[src/rtl/decode_pkg.sv]
// Shared types and constants for the instruction-decode stage.
// Covers the opcode map, the ALU select codes and the registered decode bundle.
package decode_pkg;

    localparam int unsigned D      = 32;
    localparam int unsigned RWIDTH = 6;
    localparam int unsigned IMM_IN = 15;
    localparam int unsigned NREGS  = 1 << RWIDTH;

    typedef enum logic [3:0] {
        OP_ADD   = 4'b0000,
        OP_MOV   = 4'b0010,
        OP_SUB   = 4'b0011,
        OP_LOAD  = 4'b0100,
        OP_STORE = 4'b0110,
        OP_AND   = 4'b1000,
        OP_OR    = 4'b1001,
        OP_XOR   = 4'b1010,
        OP_NOT   = 4'b1011,
        OP_SLL   = 4'b1101,
        OP_NOP   = 4'b1111
    } opcode_e;

    localparam logic [3:0] ALU_ADD  = 4'b0000;
    localparam logic [3:0] ALU_PASS = 4'b0010;
    localparam logic [3:0] ALU_SUB  = 4'b0011;
    localparam logic [3:0] ALU_AND  = 4'b1000;
    localparam logic [3:0] ALU_OR   = 4'b1001;
    localparam logic [3:0] ALU_XOR  = 4'b1010;
    localparam logic [3:0] ALU_NOT  = 4'b1011;
    localparam logic [3:0] ALU_SLL  = 4'b1101;

    typedef struct packed {
        logic [RWIDTH-1:0] rs;
        logic [RWIDTH-1:0] rd;
        logic [RWIDTH-1:0] rt;
        logic [IMM_IN-1:0] imm;
        logic [3:0]        alu_op;
        logic              mux_sel1;
        logic              mux_sel2;
        logic              we1;
        logic              we2;
        logic              illegal;
    } decoded_t;

    localparam decoded_t DecodedReset = '{
        rs: '0, rd: '0, rt: '0, imm: '0, alu_op: ALU_PASS,
        mux_sel1: 1'b0, mux_sel2: 1'b0, we1: 1'b0, we2: 1'b0, illegal: 1'b0
    };

endpackage

[src/rtl/decode_if.sv]
// Fetch/execute/writeback signal bundle of the decode stage.
// DECODE_STALL_CNT_EN adds the stall_cnt and illegal_cnt statistics outputs.
interface decode_if;
    import decode_pkg::*;

    logic              in_valid;
    logic [D-1:0]      in_instr;
    logic              in_ready;
    logic              flush;
    logic              wb_valid;
    logic [RWIDTH-1:0] wb_rd;
    logic              out_valid;
    logic              out_ready;
    logic [RWIDTH-1:0] rs;
    logic [RWIDTH-1:0] rd;
    logic [RWIDTH-1:0] rt;
    logic [IMM_IN-1:0] imm;
    logic [3:0]        ALUopsel;
    logic              MUXsel1;
    logic              MUXsel2;
    logic              WE1;
    logic              WE2;
    logic              illegal;
`ifdef DECODE_STALL_CNT_EN
    logic [31:0]       stall_cnt;
    logic [15:0]       illegal_cnt;
`endif

    // Environment side: fetch, execute and writeback.
    modport master (
        output in_valid, in_instr, flush, wb_valid, wb_rd, out_ready,
        input  in_ready, out_valid, rs, rd, rt, imm, ALUopsel, MUXsel1, MUXsel2,
        input  WE1, WE2, illegal
`ifdef DECODE_STALL_CNT_EN
        , input stall_cnt, illegal_cnt
`endif
    );

    // Decode stage side.
    modport slave (
        input  in_valid, in_instr, flush, wb_valid, wb_rd, out_ready,
        output in_ready, out_valid, rs, rd, rt, imm, ALUopsel, MUXsel1, MUXsel2,
        output WE1, WE2, illegal
`ifdef DECODE_STALL_CNT_EN
        , output stall_cnt, illegal_cnt
`endif
    );

endinterface

[src/rtl/decode_comb.sv]
// Purely combinational field extraction and control-flag decode of one
// instruction word.
module decode_comb
    import decode_pkg::*;
(
    input  logic [D-1:0] instr_i,
    output decoded_t     dec_o
);

    logic    imm_mode;
    opcode_e opcode;

    assign imm_mode = instr_i[31];
    assign opcode   = opcode_e'(instr_i[18:15]);

    always_comb begin
        dec_o          = DecodedReset;
        dec_o.rs       = instr_i[30:25];
        dec_o.rd       = instr_i[24:19];
        dec_o.rt       = imm_mode ? '0 : instr_i[14:9];
        dec_o.imm      = imm_mode ? instr_i[14:0] : {{(IMM_IN - 9){1'b0}}, instr_i[8:0]};
        dec_o.mux_sel1 = imm_mode;

        case (opcode)
            OP_ADD, OP_SUB, OP_AND, OP_OR, OP_NOT, OP_XOR, OP_SLL: begin
                dec_o.alu_op = opcode;
                dec_o.we1    = 1'b1;
            end
            OP_MOV:   dec_o.we1 = 1'b1;
            OP_LOAD: begin
                dec_o.mux_sel2 = 1'b1;
                dec_o.we1      = 1'b1;
            end
            OP_STORE: dec_o.we2 = 1'b1;
            OP_NOP:   dec_o.we1 = 1'b0;
            default:  dec_o.illegal = 1'b1;
        endcase
    end

endmodule

[src/rtl/decode_stage.sv]
// Registered, handshaked decode stage with load-use scoreboard and flush.
// DECODE_STALL_CNT_EN enables saturating stall/illegal statistics counters.
module decode_stage
    import decode_pkg::*;
(
    input logic     clk,
    input logic     rst,
    decode_if.slave bus
);

    decoded_t         dec_in;
    decoded_t         dec_q, dec_d;
    logic             valid_q, valid_d;
    logic [NREGS-1:0] sb_q, sb_d;
    logic             rs_haz, rt_haz, hazard;
    logic             accept, consume;

    decode_comb u_decode_comb (
        .instr_i (bus.in_instr),
        .dec_o   (dec_in)
    );

    // A held LOAD counts as pending even before it sets its scoreboard bit.
    always_comb begin
        rs_haz = sb_q[dec_in.rs] ||
                 (valid_q && dec_q.mux_sel2 && (dec_q.rd == dec_in.rs));
        rt_haz = !dec_in.mux_sel1 &&
                 (sb_q[dec_in.rt] || (valid_q && dec_q.mux_sel2 && (dec_q.rd == dec_in.rt)));
        hazard = rs_haz || rt_haz;
    end

    assign bus.in_ready = (!valid_q || bus.out_ready) && !hazard && !bus.flush;
    assign accept       = bus.in_valid && bus.in_ready;
    assign consume      = valid_q && bus.out_ready && !bus.flush;

    always_comb begin
        valid_d = valid_q;
        dec_d   = dec_q;
        if (bus.flush) begin
            valid_d = 1'b0;
        end else if (accept) begin
            valid_d = 1'b1;
            dec_d   = dec_in;
        end else if (consume) begin
            valid_d = 1'b0;
        end
    end

    // Set after clear so a same-index set wins.
    always_comb begin
        sb_d = sb_q;
        if (bus.wb_valid) begin
            sb_d[bus.wb_rd] = 1'b0;
        end
        if (consume && dec_q.mux_sel2) begin
            sb_d[dec_q.rd] = 1'b1;
        end
    end

    always_ff @(posedge clk) begin
        if (rst) begin
            valid_q <= 1'b0;
            dec_q   <= DecodedReset;
            sb_q    <= '0;
        end else begin
            valid_q <= valid_d;
            dec_q   <= dec_d;
            sb_q    <= sb_d;
        end
    end

    assign bus.out_valid = valid_q;
    assign bus.rs        = dec_q.rs;
    assign bus.rd        = dec_q.rd;
    assign bus.rt        = dec_q.rt;
    assign bus.imm       = dec_q.imm;
    assign bus.ALUopsel  = dec_q.alu_op;
    assign bus.MUXsel1   = dec_q.mux_sel1;
    assign bus.MUXsel2   = dec_q.mux_sel2;
    assign bus.WE1       = dec_q.we1;
    assign bus.WE2       = dec_q.we2;
    assign bus.illegal   = dec_q.illegal;

`ifdef DECODE_STALL_CNT_EN
    logic [31:0] stall_cnt_q, stall_cnt_d;
    logic [15:0] illegal_cnt_q, illegal_cnt_d;

    always_comb begin
        stall_cnt_d   = stall_cnt_q;
        illegal_cnt_d = illegal_cnt_q;
        if (bus.in_valid && hazard && (stall_cnt_q != '1)) begin
            stall_cnt_d = stall_cnt_q + 32'd1;
        end
        if (accept && dec_in.illegal && (illegal_cnt_q != '1)) begin
            illegal_cnt_d = illegal_cnt_q + 16'd1;
        end
    end

    always_ff @(posedge clk) begin
        if (rst) begin
            stall_cnt_q   <= '0;
            illegal_cnt_q <= '0;
        end else begin
            stall_cnt_q   <= stall_cnt_d;
            illegal_cnt_q <= illegal_cnt_d;
        end
    end

    assign bus.stall_cnt   = stall_cnt_q;
    assign bus.illegal_cnt = illegal_cnt_q;
`endif

endmodule

[src/flat_wrapper.sv]
// flat-port wrapper written by rule: the top's interface ports become plain ports
module decode_stage_flat import decode_pkg::*;
  (clk, rst, bus_in_valid, bus_in_instr, bus_flush, bus_wb_valid, bus_wb_rd, bus_out_ready, bus_in_ready, bus_out_valid, bus_rs, bus_rd, bus_rt, bus_imm, bus_ALUopsel, bus_MUXsel1, bus_MUXsel2, bus_WE1, bus_WE2, bus_illegal);
  decode_if bus_i ();
  input logic clk;
  input logic rst;
  input wire logic [$bits(bus_i.in_valid)-1:0] bus_in_valid;
  input wire logic [$bits(bus_i.in_instr)-1:0] bus_in_instr;
  input wire logic [$bits(bus_i.flush)-1:0] bus_flush;
  input wire logic [$bits(bus_i.wb_valid)-1:0] bus_wb_valid;
  input wire logic [$bits(bus_i.wb_rd)-1:0] bus_wb_rd;
  input wire logic [$bits(bus_i.out_ready)-1:0] bus_out_ready;
  output wire logic [$bits(bus_i.in_ready)-1:0] bus_in_ready;
  output wire logic [$bits(bus_i.out_valid)-1:0] bus_out_valid;
  output wire logic [$bits(bus_i.rs)-1:0] bus_rs;
  output wire logic [$bits(bus_i.rd)-1:0] bus_rd;
  output wire logic [$bits(bus_i.rt)-1:0] bus_rt;
  output wire logic [$bits(bus_i.imm)-1:0] bus_imm;
  output wire logic [$bits(bus_i.ALUopsel)-1:0] bus_ALUopsel;
  output wire logic [$bits(bus_i.MUXsel1)-1:0] bus_MUXsel1;
  output wire logic [$bits(bus_i.MUXsel2)-1:0] bus_MUXsel2;
  output wire logic [$bits(bus_i.WE1)-1:0] bus_WE1;
  output wire logic [$bits(bus_i.WE2)-1:0] bus_WE2;
  output wire logic [$bits(bus_i.illegal)-1:0] bus_illegal;
  assign bus_i.in_valid = bus_in_valid;
  assign bus_i.in_instr = bus_in_instr;
  assign bus_i.flush = bus_flush;
  assign bus_i.wb_valid = bus_wb_valid;
  assign bus_i.wb_rd = bus_wb_rd;
  assign bus_i.out_ready = bus_out_ready;
  assign bus_in_ready = bus_i.in_ready;
  assign bus_out_valid = bus_i.out_valid;
  assign bus_rs = bus_i.rs;
  assign bus_rd = bus_i.rd;
  assign bus_rt = bus_i.rt;
  assign bus_imm = bus_i.imm;
  assign bus_ALUopsel = bus_i.ALUopsel;
  assign bus_MUXsel1 = bus_i.MUXsel1;
  assign bus_MUXsel2 = bus_i.MUXsel2;
  assign bus_WE1 = bus_i.WE1;
  assign bus_WE2 = bus_i.WE2;
  assign bus_illegal = bus_i.illegal;
  decode_stage u_core (.clk(clk), .rst(rst), .bus(bus_i));
endmodule
[config.mk]
export PLATFORM = sky130hd
export DESIGN_NAME = decode_stage_flat
export DESIGN_NICKNAME = d
export VERILOG_FILES = /design/src/rtl/decode_pkg.sv /design/src/rtl/decode_if.sv /design/src/rtl/decode_comb.sv /design/src/rtl/decode_stage.sv /design/src/flat_wrapper.sv
export SDC_FILE = /design/constraint.sdc
export NUM_CORES = 1
export LEC_CHECK = 0
export CAP_MARGIN = 30
export CORE_UTILIZATION = 35
export CTS_CLUSTER_DIAMETER = 30
export CTS_CLUSTER_SIZE = 16
export DETAILED_ROUTE_END_ITERATION = 16
export GPL_TIMING_DRIVEN = 0
export SYNTH_ARGS = -nofsm -noshare
export SYNTH_HDL_FRONTEND = slang
export SYNTH_SLANG_ARGS = --single-unit
[constraint.sdc]
create_clock -name clk -period 3.65 [get_ports clk]
set_clock_uncertainty 0.15 [all_clocks]
set_input_delay 0.73 -clock clk [delete_from_list [all_inputs] [get_ports clk]]
set_output_delay 0.73 -clock clk [all_outputs]
set_load 0.02 [all_outputs]
# After elaboration in Yosys (flattened, before gate mapping)
# Index checks and enable logic that the tools add are counted.
# Widths: inputs -> output; s select.
dict set report op_classes {
  bitwise 4
  n_lt_le_gt_ge 6
  n_reduce_logical 27
  n_mux 19
  n_eq_ne 12
}
# op count
set op_table {}
lappend op_table {{$mux 64} 2}
lappend op_table {{$and 64x64->64} 1}
lappend op_table {{$not 64->64} 1}
lappend op_table {{$or 64x64->64} 1}
lappend op_table {{$lt 6x7->1 const B} 4}
lappend op_table {{$eq 4x4->1 const B} 6}
lappend op_table {{$mux 15} 1}
lappend op_table {{$bmux 1 s6} 2}
lappend op_table {{$demux 1 s6} 2}
lappend op_table {{$eq 6x6->1} 2}
lappend op_table {{$ge 6x1->1 const B} 2}
lappend op_table {{$logic_and 1x1->1} 12}
lappend op_table {{$reduce_or 11->1} 1}
lappend op_table {{$mux 1} 10}
lappend op_table {{$reduce_or 9->1} 1}
lappend op_table {{$eq 4x2->1 const B} 2}
lappend op_table {{$eq 4x3->1 const B} 2}
lappend op_table {{$reduce_or 7->1} 1}
lappend op_table {{$mux 6} 1}
lappend op_table {{$logic_not 1->1} 4}
lappend op_table {{$logic_not 4->1} 1}
lappend op_table {{$logic_or 1x1->1} 4}
lappend op_table {{$mux 4} 1}
lappend op_table {{$reduce_and 2->1} 1}
lappend op_table {{other kinds (3)} 3}
dict set report totals {
  regBits 107
  out_inout_bits 44
}

# Longest topological paths before layout
# Gate-level depths: netlist (run 1).
dict set report logic_depth {
  depth_word 11
  depth_mapped 12
}

# Modules after synthesis
# From an unflattened synthesis (run 1), not the netlist that was laid out.
dict set report unflattened {
  hier_cells 688
  hier_area_um2 6214.7
}
# module cells_each instances seq_area_each_um2 area_per_inst_um2
set modules_own_cells {}
lappend modules_own_cells {decode_stage 636 1 2142.1 5860.6}
lappend modules_own_cells {decode_comb 52 1 0.0 354.1}

# Least setup slack after synthesis (run 1)
# OpenSTA, ideal clock, no wires.
dict set report synth_timing {
  path_type {input-to-output}
  start {input bus_in_instr[9]}
  end {output bus_in_ready}
  required_ns 2.770
  t_arrival_ns 2.468
  setup_slack_ns 0.302
  stages 7
  cell_sequence {mux4_2 > a221oi_2 > a221oi_1 > o221a_1 > buf_6 > buf_2 > nor2_1}
}
dict set report synth_between {
  elab_chain_len 9
  word_cells_on_any_way 11
  classes_between {1 x eq/ne; 3 x mux; 7 x reduce/logical}
}
# element line_no
set synth_rtl {}
lappend synth_rtl {{from (decl)} flat_wrapper.sv:8} ;# input wire logic [$bits(bus_i.in_instr)-1:0] bus_in_instr;
lappend synth_rtl {{$mux 6 *} decode_comb.sv:20} ;# dec_o.rt = imm_mode ? '0 : instr_i[14:9];
lappend synth_rtl {{$bmux 1 s6 / $eq 6x6->1 (equally long branches)} decode_stage.sv:28} ;# (sb_q[dec_in.rt] || (valid_q && dec_q.mux_sel2 && (dec_q.rd == dec_in.rt)));
lappend synth_rtl {{$mux 1 (not written as such) / $logic_and 1x1->1 (equally long branches)} decode_stage.sv:28}
lappend synth_rtl {{$logic_or 1x1->1 *} decode_stage.sv:28}
lappend synth_rtl {{$logic_and 1x1->1 *} decode_stage.sv:27} ;# rt_haz = !dec_in.mux_sel1 &&
lappend synth_rtl {{$logic_or 1x1->1 *} decode_stage.sv:29} ;# hazard = rs_haz || rt_haz;
lappend synth_rtl {{$logic_not 1->1 *} decode_stage.sv:32} ;# assign bus.in_ready = (!valid_q || bus.out_ready) && !hazard && !bus.flush;
lappend synth_rtl {{$logic_and 1x1->1 * (2 in series)} decode_stage.sv:32}
lappend synth_rtl {{to (decl)} flat_wrapper.sv:13} ;# output wire logic [$bits(bus_i.in_ready)-1:0] bus_in_ready;
# Mark *: on every way between the ends. The rest lies on a longest branch, timed or not. The select of a mux whose other input is x is not followed.

# Worst setup path after layout (run 1)
dict set report layout_timing {
  start {input bus_in_instr[10]}
  end {output bus_in_ready}
}
# Same word-level chain as after synthesis.

==> reports/metrics.csv, run 1 <==
stage,metric,value,unit
outcome,outcome,"complete, no violations",
yosys,syn_nets,756,
cts,clock_latency,360,ps
routing,drc,0,
cells_and_area,final_common_cell,dfxtp_1,
min_path,min_path_cells,2,
yosys,syn_area,0.005844,mm^2
min_path,hold_path.class,reg2reg,
routing,wl_per_cell,19.78,um
run,maxCapViolCount,0,
timing,maxSlewViolCount,0,
die,coreArea,0.01612,mm^2
timing,fin_crit_sh,97.71,%
die,die_area,0.01722,mm^2
worst_setup_path,start_kind,input port,
global_routing,grt_max_degree,19,
timing,worst_pin_slew,1056,ps
worst_setup_path,r2r_cells,9,
pwr,max-vdd-ir-drop,0.2271,mV
yosys,seq_area_frac_synth,36.65,%
routing,viasPerCell,5.730,
worst_setup_path,critical_path_depth,10,
pwr,power-per-cell-area,367.5,mW/mm^2
yosys,yosys_warnings,0,
timing,fin_crit,3566,ps
worst_setup_path,path_max_fanout,10,
worst_setup_path,worstPathCellList,buf_2 > buf_2 > o21bai_1 > a221oi_1 > o21ai_1 > a32oi_2 > o221a_1 > buf_6 > nor2_1 > buf_4,
cts,path_clk_slew,70,ps
timing,hold_viol_final,0,
cts,clockRootBuffer,clkbuf_16,
worst_setup_path,worst_setup_path_end_kind,output pin,
cells_and_area,final_util,45.77,%
yosys,synth_edf_count,0,
routing,drtIter0Drc,595,
global_routing,grt_pass1_wl,32.29,mm
timing,rsz0062_at_grt,no,
cells_and_area,nets,855,
cts,cts_tree,built,
worst_setup_path,cp.arrival,2690,ps
die,die_w,131.2,um
routing,drt_wl_total,20.42,mm
worst_setup_path,crit_buf_inv,4,
worst_setup_path,crit_top_cell,buf_2,
global_routing,grt.overflow.total,0,
yosys,ys_types,66,
cells_and_area,final_cell_mix,"107 x dfxtp_1, 106 x a21oi_1, 103 x o21ai_0",
cts,htreeDepth,3,
cts,cts-buffers-inserted,9,
global_routing,grt_antenna_before_repair,0,
yosys,syn_avg_cell_area,8.208,um^2
die,rows,46,
cts,clockBufferDepth,2,
cells_and_area,layout-drive-gt1-share,12.99,%
yosys,synth_cells,712,
timing,timing.slew.headroom,29.08,%
timing,setup_viol,0,
placement,io_buffers,74,
timing,fmax,280.4,MHz
cells_and_area,diodes,0,
worst_setup_path,cp_top_family,compound AO/OA/AOI/OAI gates,
routing,ant_nets,0,
worst_setup_path,cpPeakStageDelay,320,ps
die,io_pins,88,
routing,drt-pass1-iter-count,9,
worst_setup_path,path_class,in2out,
global_routing,grtUsageTotal,24.11,%
worst_setup_path,crit_slowest_cell,buf_2,
routing,num_vias,5913,
placement,dp_hpwl,15.04,mm
pwr,p_leak,2.427,nW
cts,clock_sinks,107,
yosys,ys_ff_latch,107,
yosys,synthFlopType,dfxtp_1,
placement,gp_congestion,0.8885,
die,die_y,131.2,um
worst_setup_path,worstPathRequired,2770,ps
timing,hold-worst-slack,320.1,ps
global_routing,grt_pass1_vias,5713,
cts,ctsHoldBuffers,0,
die,start_util,36.27,%
cells_and_area,area_growth_syn_to_layout,26.20,%
pwr,total_power,2.710,mW
yosys,async_flop_share,0,%
[path summary, 6_finish.rpt]
kind | start | end | slack, ps
hold / removal | u_core.bus.rt[3] | u_core.bus.rt[3] | 320
setup / recovery | bus_in_instr[10] | bus_in_ready | 80
setup reg to reg | u_core.bus.rd[5] | u_core.bus.rs[3] | 780
hold reg to reg | u_core.bus.rt[3] | u_core.bus.rt[3] | 320
[cells in the mapped netlist, drive strengths merged (2+ instances only)]
cell      n  area (um^2)
nand2b   14        87.58
or3       2        12.51
a21oi   106        530.5
buf      21        157.6
or4       3        22.52
nor2b     3        18.77
nor2     28        107.6
nand2    80        300.3
nor4bb    2        20.02
clkbuf   43        163.9
mux4     19        427.9
a31oi     5        31.28
o32ai     2        17.52
a211oi    2        15.01
nor3b    10        91.34
xor2      8        70.07
a32oi     2        17.52
nor3     10        55.05
nand4    11        75.07
mux2     10        112.6
or2       5        31.28
nand3    34        170.2
a221oi    7        67.56
inv      11        41.29
dfxtp   107         2142
o22ai     2        12.51
xnor2     2        17.52
nand4b    2        17.52
o221ai    3        26.28
mux2i    15        150.1
nor4      2        12.51
a211o     3        26.28
o21ai   107        535.5
or3b      4        35.04
nand3b   10        75.07
[state kept, by name (all words and copies together) (netlist names)]
name and flops:
u_core.bus.illegal 1, u_core.bus.WE1 1, u_core.bus.WE2 1, u_core.bus.rs 6, u_core.bus.MUXsel1 1, u_core.sb_q 64
u_core.bus.ALUopsel 4, u_core.bus.MUXsel2 1, u_core.bus.imm 15, u_core.bus.out_valid 1, u_core.bus.rd 6, u_core.bus.rt 6
[where the power goes]
part           switching (mW)  internal [mW]  leakage, nW
sequential             0.0107           1.18        0.864
clock                   0.475          0.626        0.162
combinational           0.249          0.166         1.40
[metrics by stage]
step / instance area, um^2 / setup TNS [ps] / setup slack [ps] / cells
floorplan: 5844 / 0 / 301.7 / 712
global placement: 6855 / -13190 / -1086 / 1002
detailed placement: 6880 / -14290 / -1047 / 1006
CTS: 7318 / 0 / 4.535 / 1028
global route: 7376 / 0 / 16.25 / 1032
finish: 7376 / 0 / 83.73 / 1032
[what timing repair did]
| item | in CTS | in global routing |
|---|---|---|
| cloned | 1 | 0 |
| setup endpoints to repair | 2 | 1 |
| pin swaps | 6 | 5 |
| setup buffers | 6 | 4 |
| gates resized for setup | 24 | 9 |
[cell type report]
cell class                      instances  area, um^2
Clock buffer                           11       242.7
Multi-Input combinational cell        530        3378
Inverter                               11       41.29
Tap cell                              216       270.3
Sequential cell                       107        2142
Timing Repair Buffer                   89       865.8
Buffer                                 63       350.3
Fill cell                            1640        8740
Clock inverter                          5       85.08
[worst min-delay path: stages (launching register included)]
cell,delay (ps)
dfxtp_1,310
nand2b_1,60
o21ai_1,50
[logic make-up (layout without fill, tap and decap cells)]
kind of cell	Yosys count	count (layout)	share of synthesized area, %
xor gates and xnor gates	10	10	1.499
and+or+nand+nor	223	223	19.78
AOI/OAI and AO/OA	253	253	24.04
buffers and inverters	75	179	6.208
muxes	44	44	11.82
DFF	107	107	36.65
[routing by layer]
layer	part of all wire (%)	track usage, %	wire (um)	up-vias
met5	0	0	0	-
met1	46	32.45	9344	2822
met2	45	36.94	9168	244
li1	-	-	-	2806
met3	6.0	3.858	1234	41
met4	3.3	12.75	668	0
No activity file was read; power rests on OpenSTA's default activity.
==> run 2: changes to the inputs <==
Settings changed: PLACE_DENSITY_LB_ADDON set to 0.05.
==> reports/metrics.csv, run 2 (synthesis results as in run 1) <==
stage,metric,value,unit,change
outcome,outcome,"complete, no violations",,
cts,cts_tree,built,,
worst_setup_path,crit_slowest_cell,buf_2,,
worst_setup_path,r2r_setup_slack,690,ps,-90 ps
cells_and_area,largest-register,u_core.sb_q,,
placement,dp_hpwl,16.03,mm,+6.6%
placement,gp_congestion,0.9011,,+1.4%
timing,fmax,284.0,MHz,+1.3%
min_path,holdCritStartpoint,u_core.bus.rt[5],,
worst_setup_path,r2r_start,u_core.sb_q[51],,
routing,viasPerCell,5.828,,+1.7%
min_path,hold_path.class,reg2reg,,
timing,rsz0062_at_grt,no,,
timing,maxSlewViolCount,0,,unchanged
routing,drtIter0Drc,520,,-13%
pwr,p_leak,2.461,nW,+1.4%
cts,clock_latency,360,ps,about the same
worst_setup_path,cp_top_family,compound AO/OA/AOI/OAI gates,,
die,die_w,131.2,um,unchanged
timing,fin_crit_sh,96.47,%,-1.2 points
run,maxCapViolCount,0,,unchanged
cts,htreeDepth,3,,unchanged
timing,worst_pin_slew,1189,ps,+132.8 ps
worst_setup_path,crit_top_cell,buf_2,,
routing,drc,0,,unchanged
worst_setup_path,cpPeakStageDelay,310,ps,about the same
cts,cts-buffers-inserted,9,,unchanged
min_path,hold_end,u_core.bus.rt[5],,
routing,ant_nets,0,,unchanged
cells_and_area,final_common_cell,dfxtp_1,,
cts,path_clk_slew,70,ps,about the same
worst_setup_path,worst_setup_path_end_kind,output pin,,
cells_and_area,nets,861,,+0.70%
cells_and_area,final_cells,1038,,+0.58%
global_routing,grt.overflow.total,0,,unchanged
routing,num_vias,6049,,+2.3%
timing,tns,0,ps,unchanged
die,rows,46,,unchanged
routing,drt_wl_total,21.91,mm,+7.3%
worst_setup_path,path_max_fanout,10,,unchanged
global_routing,grtUsageTotal,25.56,%,+1.4 points
cells_and_area,final_cell_mix,"107 x dfxtp_1, 106 x a21oi_1, 102 x o21ai_0",,
die,start_util,36.27,%,unchanged
cells_and_area,fill_cells,1626,,-0.85%
cts,ctsHoldBuffers,0,,unchanged
worst_setup_path,path_class,in2out,,
timing,timing.slew.headroom,20.47,%,-8.6 points
global_routing,grt_pass1_vias,5795,,+1.4%
worst_setup_path,worstPathRequired,2770,ps,about the same
cts,clockRootBuffer,clkbuf_16,,
worst_setup_path,r2r-end,u_core.bus.imm[6],,
cts,clock_sinks,107,,unchanged
timing,setup_viol,0,,unchanged
placement,dp.cells,1004,,-0.20%
worst_setup_path,r2r_cells,14,,+5
routing,wl_per_cell,21.11,um,+6.7%
timing,fin_crit,3521,ps,-45.28 ps
timing,hold_viol_final,0,,unchanged
cells_and_area,area_growth_syn_to_layout,27.36,%,
worst_setup_path,start_kind,input port,,
worst_setup_path,crit_buf_inv,4,,unchanged
die,die_area,0.01722,mm^2,unchanged
die,die_y,131.2,um,unchanged
pwr,max-vdd-ir-drop,0.2211,mV,-2.7%
placement,io_buffers,74,,unchanged
global_routing,grt_max_degree,19,,unchanged
worst_setup_path,cp.arrival,2640,ps,-50 ps
routing,drt-pass1-iter-count,5,,-4
cells_and_area,final_util,46.19,%,+0.42 points
worst_setup_path,worstPathCellList,buf_2 > buf_2 > o21bai_1 > a211oi_1 > o22ai_2 > a32oi_2 > o221a_1 > buf_6 > nor2_1 > buf_4,,
cells_and_area,largest_reg_flops,64,,unchanged
global_routing,grt_pass1_wl,33.77,mm,+4.6%
timing,hold-worst-slack,317.4,ps,-2.670 ps
cells_and_area,diodes,0,,unchanged
die,coreArea,0.01612,mm^2,unchanged
cts,clockBufferDepth,2,,unchanged
pwr,power-per-cell-area,344.9,mW/mm^2,-6.1%
cells_and_area,layout-drive-gt1-share,14.72,%,+1.7 points
min_path,min_path_cells,2,,unchanged
global_routing,grt_antenna_before_repair,0,,unchanged
die,io_pins,88,,unchanged
run 2: repair_timing:
item,4_1_cts,5_1_grt
endpoints found under the setup margin,6,40
resized for setup,36,13
cloned,1,1
pin swaps,5,6
buffers inserted,13,4
endpoints found under the hold margin,0,0
run 2: area by class of cell:
class / count / area (um^2) / share of cell area, %
multi-input cells: 530 / 3438 / 46.19
plain buffers: 63 / 360.3 / 4.841
inverters: 11 / 41.29 / 0.5547
repair buffers: 95 / 915.9 / 12.30
clock buffers: 9 / 225.2 / 3.026
clock inverters: 7 / 50.05 / 0.6724
flip-flops and latches: 107 / 2142 / 28.78
well taps: 216 / 270.3 / 3.631
run 2: worst max-delay path by stage:
| stage | slack (ps) | endpoint | cells after the start | from |
|---|---|---|---|---|
| after floorplan | 300 | bus_in_ready | 7 | bus_in_instr[9] |
| after detailed placement | -1190 | bus_in_ready | 11 | bus_in_instr[31] |
| after global placement | -1170 | bus_in_ready | 11 | bus_in_instr[31] |
| after CTS | 9 | bus_in_ready | 9 | bus_in_instr[28] |
| after global routing | 30 | bus_in_ready | 10 | bus_in_instr[10] |
| final | 130 | bus_in_ready | 10 | bus_in_instr[10] |
run 2: per-layer routing:
metal | vias to the layer above | share of wire, % | global-route usage (%)
met4 | 0 | 3.4 | 12.03
met5 | - | 0 | 0
met1 | 2930 | 43 | 33.57
li1 | 2806 | - | -
met2 | 272 | 46 | 40.60
met3 | 41 | 7.5 | 4.475
run 2: worst reg2reg max path, delay by kind of cell (launching register included):
family / cells / cell delay (ps)
compound gates: 2 / 390
simple gates: 2 / 280
buf+inv: 7 / 940
flops: 1 / 340
mux: 3 / 800
run 2: metrics by stage:
stage / worst slack (ps) / cell area [um^2] / power [mW]
after floorplan: 301.7 / 5844 / 1.450
after global placement: -1171 / 6855 / 1.618
after detailed placement: -1185 / 6875 / 1.624
after CTS: 9.311 / 7392 / 2.578
after global routing: 27.77 / 7443 / 2.660
final: 129.0 / 7443 / 2.567
run 2: report_power, final:
group / switching, mW / leakage, nW / internal (mW)
Clock: 0.468 / 0.128 / 0.466
Combinational: 0.263 / 1.47 / 0.176
Sequential: 0.0108 / 0.864 / 1.18
==> run 3: changes to the inputs <==
Settings changed: CORE_UTILIZATION 35 to 38.
==> reports/metrics.csv, run 3 (synthesis results as in run 1) <==
stage,metric,value,unit,change
routing,drtIter0Drc,567,,+9.0%
die,die_w,126.0,um,-4.0%
global_routing,grt_pass1_wl,33.38,mm,-1.2%
min_path,hold_path.class,reg2reg,,
run,maxCapViolCount,0,,unchanged
timing,tns,0,ps,unchanged
worst_setup_path,start_kind,input port,,
pwr,p_leak,2.448,nW,-0.53%
global_routing,grt_antenna_before_repair,0,,unchanged
placement,io_buffers,74,,unchanged
cts,clockRootBuffer,clkbuf_16,,
cells_and_area,final_common_cell,dfxtp_1,,
routing,ant_nets,0,,unchanged
timing,fin_crit_sh,99.96,%,+3.5 points
cts,cts_tree,built,,
worst_setup_path,worstPathCellList,buf_2 > buf_12 > buf_12 > buf_12 > mux2i_1 > nand3_1 > o22ai_2 > a32oi_2 > o221a_1 > buf_6 > buf_6 > nor2_2 > buf_4,,
cells_and_area,fill_cells,1429,,-12%
cts,path_clk_slew,70,ps,about the same
routing,dr.max_layer_used,met4,,
routing,drc,0,,unchanged
cts,clock_latency,360,ps,about the same
global_routing,grtUsageTotal,27.67,%,+2.1 points
cts,ctsHoldBuffers,0,,unchanged
worst_setup_path,path_max_fanout,10,,unchanged
placement,post-place-ws,-1119,ps,+66.41 ps
die,io_pins,88,,unchanged
worst_setup_path,crit_slowest_cell,o221a_1,,
cells_and_area,area_growth_syn_to_layout,26.40,%,
cells_and_area,diodes,0,,unchanged
routing,num_vias,6069,,+0.33%
worst_setup_path,worst_setup_path_end_kind,output pin,,
worst_setup_path,cpPeakStageDelay,290,ps,-20 ps
cells_and_area,layout-drive-gt1-share,14.67,%,-0.050 points
global_routing,grt_pass1_vias,5846,,+0.88%
pwr,max-vdd-ir-drop,0.2334,mV,+5.6%
timing,maxSlewViolCount,0,,unchanged
placement,dp_hpwl,15.99,mm,-0.24%
worst_setup_path,crit_buf_inv,7,,+3
global_routing,grt.overflow.total,0,,unchanged
worst_setup_path,crit_top_cell,buf_12,,
die,coreArea,0.01475,mm^2,-8.4%
timing,setup_slack,1.594,ps,-127.4 ps
global_routing,grt_max_degree,19,,unchanged
cts,clockBufferDepth,2,,unchanged
worst_setup_path,cp_top_family,buffers and inverters,,
cells_and_area,largest_reg_flops,64,,unchanged
cts,clock_sinks,107,,unchanged
die,die_y,126.0,um,-4.0%
die,die_area,0.01588,mm^2,-7.8%
routing,wl_per_cell,21.59,um,+2.3%
cells_and_area,nets,857,,-0.46%
outcome,outcome,"complete, no violations",,
timing,worst_pin_slew,876.5,ps,-312.1 ps
timing,timing.slew.headroom,41.31,%,+21 points
placement,gp_congestion,0.9615,,+6.7%
cells_and_area,largest-register,u_core.sb_q,,
routing,viasPerCell,6.057,,+3.9%
cells_and_area,final_cell_mix,"107 x dfxtp_1, 105 x a21oi_1, 103 x o21ai_0",,
die,start_util,39.61,%,+3.3 points
worst_setup_path,cp.arrival,2770,ps,+130 ps
cts,htreeDepth,3,,unchanged
worst_setup_path,worstPathRequired,2770,ps,about the same
timing,hold_viol_final,0,,unchanged
cts,cts-buffers-inserted,9,,unchanged
routing,wl_met3,1.464,mm,-11%
routing,drt-pass1-iter-count,6,,+1
die,rows,44,,-4.3%
routing,met2WireLength,10.16,mm,+1.7%
routing,drt-met1-wl,9.196,mm,-3.5%
pwr,power-per-cell-area,356.7,mW/mm^2,+3.4%
routing,drt_wl_total,21.64,mm,-1.3%
timing,setup_viol,0,,unchanged
worst_setup_path,path_class,in2out,,
timing,fmax,274.1,MHz,-3.5%
timing,fin_crit,3648,ps,+127.4 ps
run 3: final timing paths:
kind,from,cells past startpoint,slack (ps),to
worst min-delay path,u_core.bus.rt[1],2,330,u_core.bus.rt[1]
worst max-delay path,bus_in_instr[9],13,2,bus_in_ready
worst min register to register,u_core.bus.rt[1],2,330,u_core.bus.rt[1]
worst max register to register,u_core.bus.rd[4],9,730,u_core.bus.rs[0]
run 3: layout make-up:
type                    instances  area [um^2]  area share, %
clock buffers                   9        225.2          3.049
multi-input cells             530         3442          46.60
flip-flops and latches        107         2142          29.00
inverters                      11        41.29         0.5589
repair buffers                 90        847.1          11.47
plain buffers                  64        385.4          5.217
well taps                     184        230.2          3.117
clock inverters                 7        73.82         0.9993
run 3: through the flow:
| step | instance area (um^2) | hold WS [ps] | cells | utilization [%] | total power, mW |
|---|---|---|---|---|---|
| after floorplan | 5844 | 299.5 | 712 | - | 1.450 |
| after global placement | 6815 | 306.3 | 970 | 46.19 | 1.615 |
| after detailed placement | 6843 | 317.3 | 974 | 46.38 | 1.621 |
| after CTS | 7321 | 327.0 | 1000 | 49.62 | 2.638 |
| after global routing | 7387 | 344.8 | 1002 | 50.07 | 2.733 |
| final | 7387 | 325.5 | 1002 | 50.07 | 2.635 |
run 3: report_power, final:
part           switching (mW)  leakage, nW  internal, mW
clock                   0.470        0.146         0.536
sequential             0.0109        0.864          1.18
combinational           0.263         1.44         0.172
run 3: routing by layer:
| layer | global-route usage (%) | up-vias |
|---|---|---|
| li1 | - | 2793 |
| met1 | 35.78 | 2951 |
| met2 | 45.27 | 281 |
| met3 | 3.483 | 44 |
| met4 | 14.46 | 0 |
| met5 | 0 | - |
run 3: worst min-delay path: cells and delay by family, from the launching register on:
kind / cells / cell delay, ps
flops: 1 / 310
compound gates: 2 / 120
run 3: repair_timing:
item                                    4_1_cts  5_1_grt
setup buffers                                 8        2
gates resized for setup                      42       18
endpoints found under the setup margin       24        1
pin swaps                                     5        6
cloned                                        2        0
